## src/rtl/mycpu_pkg.sv

```systemverilog
// mycpu shared types: function-select codes, opcodes, control FSM states,
// write-back source select and instruction field positions.
// No ports; imported by the control sequencer and its decoder.
package mycpu_pkg;

  // Function-unit select codes. Unassigned codes pass through to the fu as-is.
  typedef enum logic [3:0] {
    FS_MOVA = 4'h0,
    FS_FINC = 4'h1,
    FS_FDEC = 4'h2,
    FS_FNOT = 4'h3,
    FS_FAND = 4'h4,
    FS_FADD = 4'h5,
    FS_FSUB = 4'h6,
    FS_FOR  = 4'h7,
    FS_FXOR = 4'h8,
    FS_FSHL = 4'h9,
    FS_FSHR = 4'hA,
    FS_FMUL = 4'hB
  } fs_t;

  typedef enum logic [2:0] {
    OP_ALU  = 3'b000,
    OP_LDI  = 3'b001,
    OP_LD   = 3'b010,
    OP_ST   = 3'b011,
    OP_BRZ  = 3'b100,
    OP_BRN  = 3'b101,
    OP_JMP  = 3'b110,
    OP_HALT = 3'b111
  } op_t;

  typedef enum logic [2:0] {
    ST_RESET,
    ST_FETCH,
    ST_EXEC,
    ST_MEM,
    ST_HALTED
  } ctrl_state_t;

  typedef enum logic [1:0] {
    WB_FU  = 2'd0,
    WB_MEM = 2'd1,
    WB_IMM = 2'd2
  } wb_sel_t;

  // Instruction field positions
  localparam int OP_MSB     = 15;
  localparam int OP_LSB     = 13;
  localparam int FS_MSB     = 12;
  localparam int FS_LSB     = 9;
  localparam int DR_MSB     = 8;
  localparam int DR_LSB     = 6;
  localparam int SA_MSB     = 5;
  localparam int SA_LSB     = 3;
  localparam int SB_MSB     = 2;
  localparam int SB_LSB     = 0;
  localparam int LDI_DR_MSB = 12;
  localparam int LDI_DR_LSB = 10;
  localparam int IMM_MSB    = 9;
  localparam int OFF_MSB    = 7;

endpackage

```

## src/rtl/mycpu_ctrl_decode.sv

```systemverilog
// Combinational instruction decoder: splits IR into opcode and fields.
// Ports: ir in; op, fs, dr, sa, sb, imm (zero-extended), off (sign-extended) out.
// Zero latency, no flow control.
module mycpu_ctrl_decode
  import mycpu_pkg::*;
(
  input  logic [15:0] ir,
  output logic [2:0]  op,
  output logic [3:0]  fs,
  output logic [2:0]  dr,
  output logic [2:0]  sa,
  output logic [2:0]  sb,
  output logic [15:0] imm,
  output logic [15:0] off
);

  assign op  = ir[OP_MSB:OP_LSB];
  assign fs  = ir[FS_MSB:FS_LSB];
  assign sa  = ir[SA_MSB:SA_LSB];
  assign sb  = ir[SB_MSB:SB_LSB];
  // LDI keeps its destination in the upper field to leave room for a 10-bit immediate
  assign dr  = (op == OP_LDI) ? ir[LDI_DR_MSB:LDI_DR_LSB] : ir[DR_MSB:DR_LSB];
  assign imm = {6'b0, ir[IMM_MSB:0]};
  assign off = {{8{ir[OFF_MSB]}}, ir[OFF_MSB:0]};

endmodule

```

## src/rtl/mycpu_ctrl.sv

```systemverilog
// mycpu control sequencer: fetch/decode/execute FSM driving fu select and regfile controls.
// Ports: clk/rst; mem_* request/ack port; fs_out, z_in/n_in to fu; a_in/b_in, rf_* , wb_sel,
// imm_out to datapath; pc_out, halted status. 2 cycles per ALU/LDI/branch, 3 per LD/ST,
// plus one per memory wait cycle; mem_addr/mem_we/mem_wdata hold while a request awaits ack.
module mycpu_ctrl
  import mycpu_pkg::*;
#(
  parameter logic [15:0] RST_PC = 16'h0000
) (
  input  logic        clk,
  input  logic        rst,
  output logic        mem_req,
  output logic        mem_we,
  output logic [15:0] mem_addr,
  output logic [15:0] mem_wdata,
  input  logic [15:0] mem_rdata,
  input  logic        mem_ack,
  output logic [3:0]  fs_out,
  input  logic        z_in,
  input  logic        n_in,
  input  logic [15:0] a_in,
  input  logic [15:0] b_in,
  output logic [2:0]  rf_sa,
  output logic [2:0]  rf_sb,
  output logic [2:0]  rf_dr,
  output logic        rf_we,
  output logic [1:0]  wb_sel,
  output logic [15:0] imm_out,
  output logic [15:0] pc_out,
  output logic        halted
);

  ctrl_state_t state, state_nxt;
  logic [15:0] pc, ir;
  logic        zf, nf;
  logic [15:0] mar, mdr;   // data-access address/data, captured in EXEC so they hold through waits

  logic [2:0]  op_raw;
  op_t         op;
  logic [3:0]  fs_f;
  logic [2:0]  dr_f, sa_f, sb_f;
  logic [15:0] imm_f, off_f;

  mycpu_ctrl_decode u_decode (
    .ir  (ir),
    .op  (op_raw),
    .fs  (fs_f),
    .dr  (dr_f),
    .sa  (sa_f),
    .sb  (sb_f),
    .imm (imm_f),
    .off (off_f)
  );

  assign op = op_t'(op_raw);

  // State register
  always_ff @(posedge clk) begin
    if (rst) state <= ST_RESET;
    else     state <= state_nxt;
  end

  // Next-state logic
  always_comb begin
    state_nxt = state;
    case (state)
      ST_RESET:  state_nxt = ST_FETCH;
      ST_FETCH:  if (mem_ack) state_nxt = ST_EXEC;
      ST_EXEC: begin
        case (op)
          OP_LD, OP_ST: state_nxt = ST_MEM;
          OP_HALT:      state_nxt = ST_HALTED;
          default:      state_nxt = ST_FETCH;
        endcase
      end
      ST_MEM:    if (mem_ack) state_nxt = ST_FETCH;
      ST_HALTED: state_nxt = ST_HALTED;
      default:   state_nxt = ST_RESET;
    endcase
  end

  // PC, IR, flags and data-access registers
  always_ff @(posedge clk) begin
    if (rst) begin
      pc  <= RST_PC;
      ir  <= 16'h0000;
      zf  <= 1'b0;
      nf  <= 1'b0;
      mar <= 16'h0000;
      mdr <= 16'h0000;
    end else begin
      if (state == ST_FETCH && mem_ack) begin
        ir <= mem_rdata;
        pc <= pc + 16'd1;
      end
      if (state == ST_EXEC) begin
        case (op)
          OP_ALU: begin
            zf <= z_in;
            nf <= n_in;
          end
          // pc already points past the branch, so the offset is relative to the next instruction
          OP_BRZ: if (zf) pc <= pc + off_f;
          OP_BRN: if (nf) pc <= pc + off_f;
          OP_JMP: pc <= a_in;
          OP_LD:  mar <= a_in;
          OP_ST: begin
            mar <= a_in;
            mdr <= b_in;
          end
          default: ;
        endcase
      end
    end
  end

  // Output logic
  always_comb begin
    mem_req  = 1'b0;
    mem_we   = 1'b0;
    mem_addr = pc;
    rf_we    = 1'b0;
    wb_sel   = WB_FU;
    fs_out   = FS_MOVA;
    halted   = 1'b0;
    case (state)
      ST_FETCH: mem_req = 1'b1;
      ST_EXEC: begin
        if (op == OP_ALU) begin
          fs_out = fs_f;
          rf_we  = 1'b1;
        end else if (op == OP_LDI) begin
          rf_we  = 1'b1;
          wb_sel = WB_IMM;
        end
      end
      ST_MEM: begin
        mem_req  = 1'b1;
        mem_addr = mar;
        mem_we   = (op == OP_ST);
        if (op == OP_LD && mem_ack) begin
          rf_we  = 1'b1;
          wb_sel = WB_MEM;
        end
      end
      ST_HALTED: halted = 1'b1;
      default: ;
    endcase
  end

  assign mem_wdata = mdr;
  assign pc_out    = pc;
  assign imm_out   = imm_f;
  assign rf_sa     = sa_f;
  assign rf_sb     = sb_f;
  assign rf_dr     = dr_f;

endmodule

```

## config.mk

```make
export PLATFORM = sky130hd
export DESIGN_NAME = mycpu_ctrl
export DESIGN_NICKNAME = d
export VERILOG_FILES = /design/src/rtl/mycpu_pkg.sv /design/src/rtl/mycpu_ctrl_decode.sv /design/src/rtl/mycpu_ctrl.sv
export SDC_FILE = /design/constraint.sdc
export NUM_CORES = 1
export LEC_CHECK = 0
export ABC_CLOCK_PERIOD_IN_PS = 4400
export CORE_MARGIN = 1
export CORE_UTILIZATION = 39
export DETAILED_ROUTE_END_ITERATION = 8
export PLACE_DENSITY = 0.7
export SETUP_SLACK_MARGIN = 0.4
export SYNTH_ARGS = -nofsm -noshare
export SYNTH_HDL_FRONTEND = slang
export SYNTH_HIERARCHICAL = 1
export SYNTH_SLANG_ARGS = --single-unit
export TNS_END_PERCENT = 30
```

## constraint.sdc

```tcl
create_clock -name clk -period 4.4 [get_ports clk]
set_input_delay 1.1 -clock clk [delete_from_list [all_inputs] [get_ports clk]]
set_output_delay 1.1 -clock clk [all_outputs]
set_load 0.005 [all_outputs]
```

After elaboration in Yosys (flattened, before gate mapping)
Cells that the tools add are included.

cells by class
  reduce and logical (&&, ||, !) cells = 10
  add/subtract/negate cells = 2
  muxes and demuxes = 24
  equal/unequal tests = 13

operators by type and width
  kind                                           count
  2-to-1 mux 16 bit                              5
  one-hot mux 16 bit (3 select lines)            1
  adder 16 x 1 -> 16 bit, second input constant  1
  adder 16 bit                                   1
  == test 3 bit, second input constant           5
  one-hot mux 3 bit (5 select lines)             1
  == test 3 x 2 -> 1 bit, second input constant  4
  2-to-1 mux 3 bit                               3
  2-to-1 mux 4 bit                               2
  AND reduction 2 bit                            4
  2-to-1 mux 1 bit                               7
  == test 3 x 1 -> 1 bit, second input constant  2
  zero test 3 bit                                2
  one-hot mux 3 bit (2 select lines)             1
  2-to-1 mux 2 bit                               2
  != test 2 bit, second input constant           2
  one-hot mux 2 bit (2 select lines)             1
  OR reduction 2 bit                             2
  logical AND 1 bit                              2
  one-hot mux 1 bit (2 select lines)             1

storage, ports and cells
  input bits = 53
  output and inout bits = 83
  register bits after elaboration = 69

Depth between registers and ports, before layout
Gate-level depths: netlist of run 1.

  depth after elaboration = 6
  mapped depth = 10
  mapped depth without buffers = 9

Cells and area by module
Netlist of run 1, hierarchy kept.

by module, submodules not included
  module             times used  area each (um^2)  sequential area each (um^2)  cells an instance
  mycpu_ctrl         1           3,896.2           1,381.3                      500
  mycpu_ctrl_decode  1           394.1             0.0                          50

Worst setup path after synthesis of run 1
OpenSTA, ideal clock, no wires.

  path kind = in2out
  from = input mem_ack
  to = output rf_we
  arrival time = 1,481 ps
  cell stages on the path = 3
  slack = 1,819 ps
  path buffers = 0
  path through = nand2_1 -> nor3_1 -> nand2b_1

between the ends
  longest elaborated chain between the ends = 3

ends and longest elaborated chain
  what                                RTL line           RTL
  from (decl)                         mycpu_ctrl.sv:17   input logic mem_ack,
  logical AND 1 bit                   mycpu_ctrl.sv:141  if (op == OP_LD && mem_ack) begin
  2-to-1 mux 1 bit                    mycpu_ctrl.sv:141
  one-hot mux 1 bit (2 select lines)  mycpu_ctrl.sv:126  case (state)
  to (decl)                           mycpu_ctrl.sv:26   output logic rf_we,

No other way between the ends.

Worst setup path after layout of run 1
Same ends and word-level chain as after synthesis.

==> reports/qor.txt, run 1 <==
Max Transition Viols Final = 0
count of final setup violators = 0
Syn. warnings = 6
Final Cycle Share = 85.31%
routability cong. = 0.8554
FILL cells = 974
Slew headroom = 43.79%
WP data required = 3.30 ns
Comb power frac = 12.4%
worst slew pin tran = 0.8413 ns
CTS max path bufs = 2
Port Buf Inserts = 129
number of enable flip-flop cells after synthesis = 0
Die Area = 0.01142 mm2
Clock Skews = 0.009116 ns
gr usage total = 21.91%
Final min period = 3.754 ns
Routed WL per cell = 15.91 um
commonest non-fill, non-tap cell in the layout = clkdlybuf4s50_1
total of max-cap violations = 0
CTS HTree Levels = 3
Mapped Avg Cell Area = 7.801 um2
Gate Count Post-Synth = 550
CTS resizes = 0
GRT overflow = 0
# rows = 37
Starting Density = 40.83%
synthesized cell area = 0.004290 mm2
asr flop ratio synth = 0%
I/O pin count = 136
Sink Count = 69
Hold Crit Start = mar[13]
Skew-Pair Late Insertion Delay = 0.35 ns
Detailed Route Iter0 Violations = 213
initial antenna violation count = 0
worst flop-to-flop path endpoint = mem_wdata[2]
slowest cell on the critical path = clkdlybuf4s50_1
most used cell along the critical path = clkdlybuf4s50_1
Crit path largest cell delay = 0.57 ns
via count = 4105
crit path DAT = 2.65 ns
Critical path buffers and inverters = 2
RSZ-0062 raised after global routing = no
reg2reg path depth = 6
Synth Register Bits = 69
layout cell share with drive strength beyond 1 = 7.924%
Worst setup EP type = output pin
min-delay worst type = flop to flop
crit path kind = input port to output pin
post-place setup slack = 0.6453 ns
cts hold-fix bufs = 0
Post-synth top flop = dfxtp_1
switching share of power = 26.90%
commonest cells after routing, fill and taps aside = clkdlybuf4s50_1 (128), nand2_1 (123), dfxtp_1 (69)
CTS tree = built
worst path cell trace = clkdlybuf4s50_1 > nand2_1 > nor3_1 > nand2b_1 > clkdlybuf4s50_1
fmax = 266.4 MHz
largest net degree at the start of global routing = 43
ant diodes = 0
Final Hold Vio Count = 0
drt total wl = 12200 um
die height = 106.9 um
CTS buffer count = 9
slack of the worst reg-to-reg path = 1.80 ns
Flop pwr share = 51.4%
post-route ant nets = 0
Core Area = 0.01051 mm2
Min-Delay Path Depth = 2
P per Cell Area = 230.0 mW/mm2
Total Nets Final = 696
sequential fraction of the synthesis area = 32.20%
Post-CTS Setup Repair Bufs = 0
synthesis-to-layout area growth = 28.58%
fin worst setup slack = 0.6463 ns
Final HPWL DP = 8981 um
vias in the first global route = 4022
first-pass GRT wire length = 19870 um
P_leak = 1.977 nW
DRT Pass-1 Iters = 4
Worst Hold Endpoint = mar[13]
clk root buf = clkbuf_8
FF-to-FF Start = state[1]
DRC viols = 0
detail-routed via count per cell = 5.352
Reg clk slew, reported paths = 0.07 ns
total negative slack = 0 ns
Internal = 927.7 uW
Synth cell types = 54
Worst Setup Start Kind = input port
Switch Pwr = 341.3 uW
chip width = 106.9 um
Max IR drop VDD = 0.0001775 V
CP max FO = 6
status = complete, no violations
dominant delay contributor by cell family on the critical path = buffers and inverters
clock share of power = 36.2%
## cell usage after synthesis (3+ instances only)
cell type  count  area share, %
xnor2_1       15            3.1
nand3_1        7           0.82
a21o_1         3           0.52
nor3b_1        3           0.52
inv_1          7           0.61
a31oi_1        3           0.44
a21oi_1       67            7.8
and3_1         6           0.87
mux2_2        20            5.2
nand2_1      123             11
dfxtp_1       69             32
a221oi_1       3           0.61
xor2_1        11            2.2
o21ai_0       12            1.4
a22oi_1       10            1.7
clkbuf_1      17            1.5
o22ai_1        6           0.87
buf_4         46            8.0
nor2_1        28            2.4
nor2b_1        3           0.44
or3_1          4           0.58
buf_2          9            1.0
and2_1         8            1.2
nor3_1         8           0.93
nand4_1        5           0.73
ha_1          16            4.7
mux2i_1        3           0.70
## power by group through the flow
stage | clock network, mW | logic (mW) | registers, mW
after floorplan | 0 | 0.0965 | 0.658
after global placement | 0 | 0.156 | 0.666
after detailed placement | 0 | 0.157 | 0.667
after CTS | 0.469 | 0.158 | 0.652
after global routing | 0.497 | 0.171 | 0.655
final | 0.459 | 0.158 | 0.652
## per-layer routing
layer	routed length [um]	track usage, %	vias up
met4	220	7.143	0
li1	-	-	1999
met1	5130	26.81	1944
met3	978	6.079	14
met5	0	0	-
met2	5873	36.96	148
## worst reg2reg max path: stages (launching register included)
cell and delay [ns]:
dfxtp_1 0.54, or3b_1 0.43, nor2_1 0.15, and2_1 0.57, nand2_1 0.48, nand2_1 0.19, a21oi_1 0.08
## worst max path at each step
stage / from / end / cells past startpoint
2_1_floorplan: mem_ack / rf_we / 3
3_3_place_gp: mem_ack / rf_we / 5
3_5_place_dp: mem_ack / rf_we / 5
4_1_cts: mem_ack / rf_we / 5
5_1_grt: state[1] / fs_out[3] / 5
6_report: mem_ack / rf_we / 5
## kinds of logic after synthesis
| logic type | count (synthesis) | synth area share (%) |
|---|---|---|
| AO/OA/AOI/OAI | 123 | 17.21 |
| XOR/XNOR | 26 | 5.308 |
| adder cells (fa/ha/maj) | 17 | 5.133 |
| buffers and inverters | 79 | 11.20 |
| flip-flops | 69 | 32.20 |
| multiplexers | 23 | 5.949 |
| other | 1 | 0.08741 |
| AND/OR/NAND/NOR | 212 | 22.92 |
## metrics by stage
stage	std cells	util (%)	hold WS, ns	area (um2)	power [mW]
finish	767	52.49	0.4542	5517	1.269
global route	767	52.49	0.4810	5517	1.323
CTS	767	52.49	0.4578	5517	1.280
detailed placement	751	50.90	0.4472	5349	0.8237
global placement	751	50.90	0.4400	5349	0.8219
floorplan	555	-	0.4338	4309	0.7547
## cell type report
type                    instances  area, um2  share of cell area [%]
multi-input cells             407       2462                   44.64
clock inverters                 6      40.04                  0.7258
inverters                       7      26.28                  0.4763
repair buffers                132       1309                   23.72
flip-flops and latches         69       1381                   25.04
well taps                     136      170.2                   3.085
clock buffers                  10      127.6                   2.313
## state kept, by name (all words and copies together) (netlist names)
name,cells
ir,16
pc_out,16
state,3
nf,1
mem_wdata,16
zf,1
mar,16
No activity file was read; power rests on OpenSTA's default activity.
==> run 2, diff against run 1 <==
--- a/config.mk
+++ b/config.mk
@@ -6,6 +6,7 @@
 export NUM_CORES = 1
 export LEC_CHECK = 0
 export ABC_CLOCK_PERIOD_IN_PS = 4400
+export CORE_ASPECT_RATIO = 1.4
 export CORE_MARGIN = 1
 export CORE_UTILIZATION = 39
 export DETAILED_ROUTE_END_ITERATION = 8
==> run 2 against run 1 <==
Against the previous run: setup slack better by 0.015 ns; worst hold slack worse by 0.0050 ns; final cell count up 0.26%; critical path type is now flop to output pin.
==> reports/qor.txt, run 2 (same netlist as run 1, synthesis figures left out) <==
Port Buf Inserts = 129
layout cell share with drive strength beyond 1 = 7.924%
detail-routed via count per cell = 5.345
commonest cells after routing, fill and taps aside = clkdlybuf4s50_1 (128), nand2_1 (123), dfxtp_1 (69)
min-delay worst type = flop to flop
Detailed Route Iter0 Violations = 183
CTS tree = built
Comb power frac = 10.6%
Final HPWL DP = 9073 um
Routed WL per cell = 16.20 um
CTS max path bufs = 2
I/O pin count = 136
Skew-Pair Late Insertion Delay = 0.34 ns
post-place setup slack = 0.7138 ns
ant diodes = 0
Total Nets Final = 696
status = complete, no violations
worst slew pin tran = 1.055 ns
Worst Setup Start Kind = flop
final hold slack = 0.4492 ns
commonest non-fill, non-tap cell in the layout = clkdlybuf4s50_1
largest net degree at the start of global routing = 45
chip width = 90.65 um
CTS resizes = 0
Final Cycle Share = 84.97%
Die Area = 0.01143 mm2
post-route ant nets = 0
routability cong. = 0.8927
total of max-cap violations = 0
Post-CTS Setup Repair Bufs = 0
clock share of power = 45.6%
Sink Count = 69
gr usage total = 22.10%
Final min period = 3.739 ns
WP data required = 3.30 ns
# rows = 44
Slew headroom = 29.53%
Internal = 1.134 mW
DRT Pass-1 Iters = 5
drt total wl = 12450 um
crit path DAT = 2.64 ns
Switch Pwr = 354.8 uW
Tot Pwr = 1.489 mW
count of final setup violators = 0
Clock Skews = 0.004602 ns
Reg clk slew, reported paths = 0.06 ns
clk root buf = clkbuf_16
Max IR drop VDD = 0.0001809 V
Core Area = 0.01052 mm2
fin worst setup slack = 0.6613 ns
Max Transition Viols Final = 0
Worst setup EP type = output pin
CP max FO = 11
P per Cell Area = 264.5 mW/mm2
GRT overflow = 0
synthesis-to-layout area growth = 31.23%
vias in the first global route = 3939
Flop pwr share = 43.8%
initial antenna violation count = 0
fmax = 267.5 MHz
CTS buffer count = 9
CTS HTree Levels = 3
DRC viols = 0
first-pass GRT wire length = 19940 um
P_leak = 2.029 nW
via count = 4110
die height = 126.1 um
RSZ-0062 raised after global routing = no
Starting Density = 40.80%
Final Hold Vio Count = 0
crit path kind = flop to output pin
cts hold-fix bufs = 0
switching share of power = 23.83%
total negative slack = 0 ns
run 2: cell count changes in the layout (fill, tap and decap cells not counted), sizes merged:
cell and change:
clkbuf +2, clkinv -2
run 2: per-stage QoR:
step / utilization (%) / instance area, um2 / cells
finish: 53.55 / 5630 / 769
global placement: 50.89 / 5351 / 753
floorplan: - / 4309 / 555
global route: 53.55 / 5630 / 769
CTS: 53.55 / 5630 / 769
detailed placement: 50.89 / 5351 / 753
run 2: power by group through the flow:
stage                     clock network (mW)  registers, mW  logic (mW)
after global routing                   0.716          0.655       0.171
after detailed placement                   0          0.666       0.157
after global placement                     0          0.666       0.155
final                                  0.679          0.653       0.157
after floorplan                            0          0.658      0.0965
after CTS                              0.689          0.653       0.158
run 2: cell type report:
cell class | count | area, um2
clock buffers | 12 | 256.5
clock inverters | 4 | 22.52
fillers | 1000 | 4885
inverters | 7 | 26.28
multi-input cells | 407 | 2462
flip-flops and latches | 69 | 1381
well taps | 138 | 172.7
repair buffers | 132 | 1309
run 2: per-layer routing:
| metal | GRT usage [%] | part of all wire [%] | wire length, um | up-vias |
|---|---|---|---|---|
| li1 | - | - | - | 2012 |
| met1 | 25.86 | 41 | 5107 | 1909 |
| met2 | 37.66 | 49 | 6146 | 159 |
| met3 | 4.106 | 5.7 | 714 | 30 |
| met4 | 12.43 | 3.9 | 486 | 0 |
| met5 | 0 | 0 | 0 | - |
run 2: final timing paths:
path	startpoint	end	slack, ns	cells past startpoint
hold / removal	mar[10]	mar[10]	0.45	2
setup reg to reg	state[1]	mem_wdata[8]	1.71	6
hold reg to reg	mar[10]	mar[10]	0.45	2
setup / recovery	state[1]	fs_out[0]	0.66	5
run 2: worst max-delay path: stages (launching register included):
cell	delay, ns
dfxtp_1	0.52
or3b_1	0.43
or3_1	0.39
nor2_2	0.27
and2_1	0.19
clkdlybuf4s50_1	0.51
